## config.mk

```make
export PLATFORM = sky130hd
export DESIGN_NAME = apb_cmd_master
export DESIGN_NICKNAME = d
export VERILOG_FILES = /design/src/rtl/apb_cmd_master.sv
export SDC_FILE = /design/constraint.sdc
export NUM_CORES = 1
export LEC_CHECK = 0
export ABC_AREA = 1
export CAP_MARGIN = 20
export CORE_UTILIZATION = 41
export DETAILED_ROUTE_END_ITERATION = 8
export MAX_ROUTING_LAYER = met4
export PLACE_DENSITY = 0.84
export SLEW_MARGIN = 0
export SYNTH_ARGS = -nofsm -noshare
export SYNTH_HDL_FRONTEND = slang
export SYNTH_SLANG_ARGS = --single-unit
export TNS_END_PERCENT = 5
```

## constraint.sdc

```tcl
create_clock -name clk -period 2.3 [get_ports clk]
set_input_delay 0.23 -clock clk [delete_from_list [all_inputs] [get_ports clk]]
set_output_delay 0.23 -clock clk [all_outputs]
set_load 0.1 [all_outputs]
```

## src/rtl/apb_cmd_master.sv

```systemverilog
`default_nettype none
// ============================================================================
// Module   : apb_cmd_master
// Brief    : APB initiator turning single host read/write commands into
//            SETUP/ACCESS transfers; returns a one-cycle response pulse.
// Revision : 1.0 - initial release
// ============================================================================
module apb_cmd_master #(
    parameter int AMBA_ADDR_WIDTH = 20,
    parameter int AMBA_WORD       = 32,
    parameter int READ_LATE       = 1,
    parameter int TIMEOUT_CYCLES  = 16
) (
    input  logic                       clk,
    input  logic                       rst,
    input  logic                       cmd_valid,
    output logic                       cmd_ready,
    input  logic                       cmd_write,
    input  logic [AMBA_ADDR_WIDTH-1:0] cmd_addr,
    input  logic [AMBA_WORD-1:0]       cmd_wdata,
    output logic                       rsp_valid,
    output logic [AMBA_WORD-1:0]       rsp_rdata,
    output logic                       rsp_error,
    output logic [AMBA_ADDR_WIDTH-1:0] PADDR,
    output logic [AMBA_WORD-1:0]       PWDATA,
    output logic                       PWRITE,
    output logic                       PSEL,
    output logic                       PENABLE,
    input  logic [AMBA_WORD-1:0]       PRDATA,
    input  logic                       PREADY
);

    localparam logic [1:0] c_IDLE    = 2'd0;
    localparam logic [1:0] c_SETUP   = 2'd1;
    localparam logic [1:0] c_ACCESS  = 2'd2;
    localparam logic [1:0] c_CAPTURE = 2'd3;

    localparam int c_CNT_W = (TIMEOUT_CYCLES > 1) ? $clog2(TIMEOUT_CYCLES) : 1;
    localparam logic [c_CNT_W-1:0] c_CNT_LAST =
        c_CNT_W'((TIMEOUT_CYCLES > 0) ? (TIMEOUT_CYCLES - 1) : 0);

    logic [1:0]                 r_state;
    logic [c_CNT_W-1:0]         r_wait_cnt;

    logic [1:0]                 w_state_nxt;
    logic [c_CNT_W-1:0]         w_cnt_nxt;
    logic                       w_psel_nxt;
    logic                       w_penable_nxt;
    logic [AMBA_ADDR_WIDTH-1:0] w_paddr_nxt;
    logic [AMBA_WORD-1:0]       w_pwdata_nxt;
    logic                       w_pwrite_nxt;
    logic                       w_rsp_valid_nxt;
    logic [AMBA_WORD-1:0]       w_rsp_rdata_nxt;
    logic                       w_rsp_error_nxt;
    logic                       w_accept;
    logic                       w_timeout;

    assign cmd_ready = (r_state == c_IDLE) & ~rst;
    assign w_accept  = cmd_valid & cmd_ready;
    // Timeout fires on the last permitted wait cycle, so the access phase
    // lasts exactly TIMEOUT_CYCLES cycles when the slave never responds.
    assign w_timeout = (TIMEOUT_CYCLES > 0) && !PREADY && (r_wait_cnt == c_CNT_LAST);

    always_comb begin
        w_state_nxt     = r_state;
        w_cnt_nxt       = '0;
        w_psel_nxt      = 1'b0;
        w_penable_nxt   = 1'b0;
        w_paddr_nxt     = PADDR;
        w_pwdata_nxt    = PWDATA;
        w_pwrite_nxt    = PWRITE;
        w_rsp_valid_nxt = 1'b0;
        w_rsp_rdata_nxt = '0;
        w_rsp_error_nxt = 1'b0;
        case (r_state)
            c_IDLE: begin
                if (w_accept) begin
                    w_paddr_nxt  = cmd_addr;
                    w_pwdata_nxt = cmd_write ? cmd_wdata : '0;
                    w_pwrite_nxt = cmd_write;
                    w_psel_nxt   = 1'b1;
                    w_state_nxt  = c_SETUP;
                end
            end
            c_SETUP: begin
                w_psel_nxt    = 1'b1;
                w_penable_nxt = 1'b1;
                w_state_nxt   = c_ACCESS;
            end
            c_ACCESS: begin
                if (PREADY) begin
                    if (PWRITE) begin
                        w_rsp_valid_nxt = 1'b1;
                        w_state_nxt     = c_IDLE;
                    end else if (READ_LATE == 0) begin
                        w_rsp_rdata_nxt = PRDATA;
                        w_rsp_valid_nxt = 1'b1;
                        w_state_nxt     = c_IDLE;
                    end else begin
                        w_state_nxt = c_CAPTURE;
                    end
                end else if (w_timeout) begin
                    w_rsp_valid_nxt = 1'b1;
                    w_rsp_error_nxt = 1'b1;
                    w_state_nxt     = c_IDLE;
                end else begin
                    w_psel_nxt    = 1'b1;
                    w_penable_nxt = 1'b1;
                    w_cnt_nxt     = r_wait_cnt + 1'b1;
                end
            end
            c_CAPTURE: begin
                // Registered-PRDATA slave presents data the cycle after access.
                w_rsp_rdata_nxt = PRDATA;
                w_rsp_valid_nxt = 1'b1;
                w_state_nxt     = c_IDLE;
            end
            default: w_state_nxt = c_IDLE;
        endcase
    end

    always_ff @(posedge clk) begin
        if (rst) begin
            r_state    <= c_IDLE;
            r_wait_cnt <= '0;
            PSEL       <= 1'b0;
            PENABLE    <= 1'b0;
            PADDR      <= '0;
            PWDATA     <= '0;
            PWRITE     <= 1'b0;
            rsp_valid  <= 1'b0;
            rsp_rdata  <= '0;
            rsp_error  <= 1'b0;
        end else begin
            r_state    <= w_state_nxt;
            r_wait_cnt <= w_cnt_nxt;
            PSEL       <= w_psel_nxt;
            PENABLE    <= w_penable_nxt;
            PADDR      <= w_paddr_nxt;
            PWDATA     <= w_pwdata_nxt;
            PWRITE     <= w_pwrite_nxt;
            rsp_valid  <= w_rsp_valid_nxt;
            rsp_rdata  <= w_rsp_rdata_nxt;
            rsp_error  <= w_rsp_error_nxt;
        end
    end

endmodule
`default_nettype wire

```

# ---- After elaboration in Yosys (flattened, before gate mapping)
# Index checks and enable logic that the tools add are counted.
dict set report word_totals {
  inputBits 89
  register_bits 95
  elab_cells 45
}
dict set report classes {
  add_sub_neg 1
  muxes 15
  n_bitwise 5
  reduce_logical 8
  n_eq_ne 6
}
# op count
set ops {}
lappend ops {{32-bit two-way mux} 1}
lappend ops {{2-bit two-way mux} 4}
lappend ops {{2-bit case mux with 4 select lines} 1}
lappend ops {{1-bit two-way mux} 6}
lappend ops {{4-bit by 1-bit adder with 4-bit output, second input constant} 1}
lappend ops {{2-bit equality test, second input constant} 2}
lappend ops {{4-bit equality test, second input constant} 1}
lappend ops {{1-bit case mux with 2 select lines} 2}
lappend ops {{2-bit AND reduction} 2}
lappend ops {{4-bit OR reduction} 1}
lappend ops {{3-bit inequality test, second input constant} 1}
lappend ops {{1-bit inverter} 3}
lappend ops {{1-bit case mux with 3 select lines} 1}
lappend ops {{3-bit OR reduction} 1}
lappend ops {{1-bit bitwise AND} 2}
lappend ops {{2-bit by 1-bit equality test with 1-bit output, second input constant} 1}
lappend ops {{2-bit zero test} 1}
lappend ops {{2-bit inequality test, second input constant} 1}
lappend ops {{2-bit OR reduction} 1}
lappend ops {{1-bit logical AND} 1}
lappend ops {{1-bit zero test} 1}

# ---- Logic depth before layout (Yosys ltp)
dict set report logic_depth {
  ltp_word 5
  depth_mapped 9
  ltp_nobuf 8
}

# ---- Worst setup path after synthesis
# No wires, ideal clock.
dict set report synth_path {
  path_kind {flip-flop to flip-flop}
  from {reg r_state[1]}
  to {reg PWDATA[22]}
  stages_incl_launch_ff 10
  slack_ps 431
  arrival_ps 1800
  t_required_ps 2230
  setup_ps 70
  cell_sequence {dfxtp_1 inv_1 ha_1 inv_1 nor2_4 nand2_4 nor2_4 buf_4 nand2_1 a21oi_1}
}
dict set report synth_via {
  elab_chain_len 4
}
# item line_no
set synth_rtl {}
lappend synth_rtl {{start: declaration} 42} ;# logic [1:0] r_state;
lappend synth_rtl {{start signal: assignment} 124} ;# r_state <= c_IDLE;
lappend synth_rtl {{start signal: assignment} 135} ;# r_state <= w_state_nxt;
lappend synth_rtl {{2-bit zero test} 58} ;# assign cmd_ready = (r_state == c_IDLE) & ~rst;
lappend synth_rtl {{1-bit bitwise AND} 58}
lappend synth_rtl {{net cmd_ready} 17} ;# output logic cmd_ready,
lappend synth_rtl {{1-bit bitwise AND} 59} ;# assign w_accept = cmd_valid & cmd_ready;
lappend synth_rtl {{2-bit AND reduction (no source line)} -}
lappend synth_rtl {{end signal: assignment} 140} ;# PWDATA <= w_pwdata_nxt;
lappend synth_rtl {{end: declaration} 25} ;# output logic [AMBA_WORD-1:0] PWDATA,
# The timed path passes the listed nets, and every way through them passes these cells.
# A chain may end at the register's enable or synchronous reset.

# ---- Worst setup path after layout
dict set report layout_path {
  from {reg r_state[1]}
  to {reg PWDATA[13]}
}
dict set report layout_via {
  elab_chain_len 4
}
# item line_no
set layout_rtl {}
lappend layout_rtl {{2-bit zero test *} {58, 75}}
lappend layout_rtl {{1-bit bitwise AND} 58}
lappend layout_rtl {{1-bit bitwise AND} 59}
lappend layout_rtl {{2-bit AND reduction (no source line) *} -}
# Mark *: on every way between the ends. The rest lies on a longest branch, timed or not.

==> flow_summary.json <==
{
  "layout_min_cycle_time_ns": 1.92,
  "cts_made_buffers": 9,
  "grt_usage_pct": 21.0,
  "yosys-top-cells-count": "nand2_1, dfxtp_1, inv_1",
  "arrival_ns": 2.20,
  "drive_gt1_share_pct": 20.2,
  "fmax_ghz": 0.522,
  "layoutNonFillerInstCount": 680,
  "maxCapViolations": 0,
  "r2r_setup_slack_ns": 0.38,
  "yosysMostFrequentCell": "nand2_1",
  "tns_ns": 0,
  "cts_tree": "built",
  "hold_class": "input pin to register",
  "clk_pin_slew_ns": 0.11,
  "p_switching_mw": 1.72,
  "tightest_slew_ns": 0.379,
  "crit_buf_inv": 3,
  "cts_sinks": 95,
  "clockBufferDepth": 2,
  "drt_iter0_markers": 121,
  "power_density_mw_per_mm2": 845,
  "wire_per_inst_um": 12.4,
  "grt_max_degree": 39,
  "grt_pass1_wl_um": 13500,
  "start_util_pct": 42.1,
  "dp_cells": 664,
  "post_cts_buffers": 0,
  "pwr-share-seq_pct": 42.5,
  "power_frac_clock_pct": 24.0,
  "start_kind": "register",
  "area_growth_pct": 57.0,
  "htree_levels": 3,
  "nets": 669,
  "fin_skew_ns": 0.0193,
  "syn-cell-area_mm2": 0.00324,
  "cp.depth": 8,
  "hpwl_um": 6140,
  "syn_inst": 397,
  "crit_slowest_cell": "dfxtp_1",
  "synth.distinct_cells": 19,
  "yosysTopAreaCellShare_pct": 58.8,
  "ys_ff_latch": 95,
  "cpLargestDelayFamily": "buffers and inverters",
  "finalHoldViolCount": 0,
  "core-area_mm2": 0.00769,
  "cp_cell_sequence": "inv_1 > ha_1 > inv_1 > nor2_4 > nand2_4 > buf_4 > nand2_1 > a21oi_1",
  "cpPeakStageDelay_ns": 0.45,
  "cellLeakagePower_nw": 2.41,
  "rsz0062_at_grt": "no",
  "antenna_found_initial": 0,
  "hold_buffers": 0,
  "grt.overflow.total": 0,
  "irDropWorstVdd_mv": 0.577,
  "crit_required_ns": 2.58,
  "p_sw_share_pct": 40.1,
  "synth_edf_count": 0,
  "crit_path_end_kind": "register",
  "num_antenna_cells": 0,
  "slew-limit-headroom_pct": 74.7,
  "clockRootBuffer": "clkbuf_8",
  "die_w_um": 90.9,
  "synthTopCellsByArea": "dfxtp_1, nand2_1, a21oi_1",
  "power_mw": 4.29,
  "path_max_fanout": 36,
  "n_fill_cell": 657,
  "syn_nets": 493,
  "power.internal_mw": 2.57,
  "viasPerCell": 4.55,
  "die_h_um": 90.9,
  "fin_util_pct": 66.1,
  "crit_type": "register to register",
  "grt_pass1_vias": 2928,
  "route.detailed.drc": 0,
  "timing.final.crit_share_pct": 83.3,
  "avgSynthCellArea_um2": 8.15,
  "drv_slew": 0,
  "synth_warnings": 0,
  "r2r_cells": 8,
  "gp_congestion": 0.828,
  "rows": 32,
  "clk_latency_ns": 0.35,
  "vias": 3096,
  "cts_resized": 0,
  "ios": 179,
  "drt_first_pass_iters": 6,
  "synthArstFlopShare_pct": 0,
  "wl_um": 8440,
  "dieArea_mm2": 0.00825,
  "setup_violations": 0,
  "portBuffers": 178,
  "yosysSeqAreaShare_pct": 58.8,
  "synth_top_flop_cell": "dfxtp_1",
  "status": "finished clean",
  "cpMostUsedCell": "inv_1",
  "power_frac_comb_pct": 33.4,
  "antenna_left": 0,
  "synth_top_area_cell": "dfxtp_1",
  "min_delay_path_depth": 3
}
==> final timing paths <==
check	startpoint	end
worst max register to register	r_state[1]	PWDATA[13]
worst min-delay path	PRDATA[22]	rsp_rdata[22]
worst min register to register	r_wait_cnt[0]	r_wait_cnt[0]
worst max-delay path	r_state[1]	PWDATA[13]
==> worst reg2reg max path, cell delays in order (launching register included) <==
cell and delay (ns):
dfxtp_1 0.45, inv_1 0.14, ha_1 0.21, inv_1 0.10
nor2_4 0.06, nand2_4 0.20, buf_4 0.42, nand2_1 0.12
a21oi_1 0.16
==> stage by stage <==
step | worst slack [ns] | hold slack, ns | cell area, um2
2_1_floorplan | 0.431 | 0.341 | 3240
3_3_place_gp | 0.423 | 0.428 | 4890
3_5_place_dp | 0.383 | 0.437 | 4890
4_1_cts | 0.401 | 0.371 | 5080
5_1_grt | 0.219 | 0.382 | 5080
6_report | 0.385 | 0.385 | 5080
==> cells in the final DEF (no fill, tap or decap), types with 2 or more instances in the layout <==
cell             synthesis  routed
a21oi_1                 35      35
buf_12                   0       2
buf_4                    3      94
clkbuf_8                 0      10
clkdlybuf4s50_1          0      88
clkinvlp_4               0       2
dfxtp_1                 95      95
ha_1                     7       7
inv_1                   45      45
inv_6                    0       3
nand2_1                119     119
nand3_1                 25      25
nor2_1                  42      42
nor2_4                   2       2
o21ai_0                  2       2
==> flip-flops by register name, summed over array words and instances, names as in the netlist <==
register	count
rsp_valid	1
PWDATA	32
PSEL	1
PADDR	20
rsp_rdata	32
r_state	2
PENABLE	1
r_wait_cnt	4
PWRITE	1
rsp_error	1
==> final cells by class <==
type	count	area [um2]	share of cell area [%]
tap	102	128	2.51
inverter	46	173	3.40
sequential	95	1900	37.4
multi-input combinational	237	1070	21.0
clock buffer	10	138	2.71
clock inverter	6	50.0	0.985
timing repair buffer	184	1630	32.0
==> power by group through the flow <==
stage	registers, mW	logic, mW	clock network (mW)
final	1.82	1.44	1.03
after global routing	1.84	1.51	1.13
after CTS	1.82	1.44	1.06
after detailed placement	1.86	1.44	0
after global placement	1.85	1.42	0
after floorplan	2.57	0.309	0
==> kinds of logic after synthesis <==
group	count (synthesis)	share of synthesized area, %
and+or+nand+nor	191	24.0
AOI/OAI and AO/OA	38	5.99
DFF	95	58.8
buffers and inverters	65	8.31
adders and majority gates	7	2.71
xor gates and xnor gates	1	0.271
==> layer usage <==
metal | vias up | global-route usage [%] | share of wire (%)
li1 | 1559 | - | -
met1 | 1387 | 25.2 | 44
met2 | 131 | 34.1 | 48
met3 | 19 | 3.79 | 5.9
met4 | 0 | 10.2 | 2.4
met5 | - | - | 0
(Power assumes the default switching activity.)
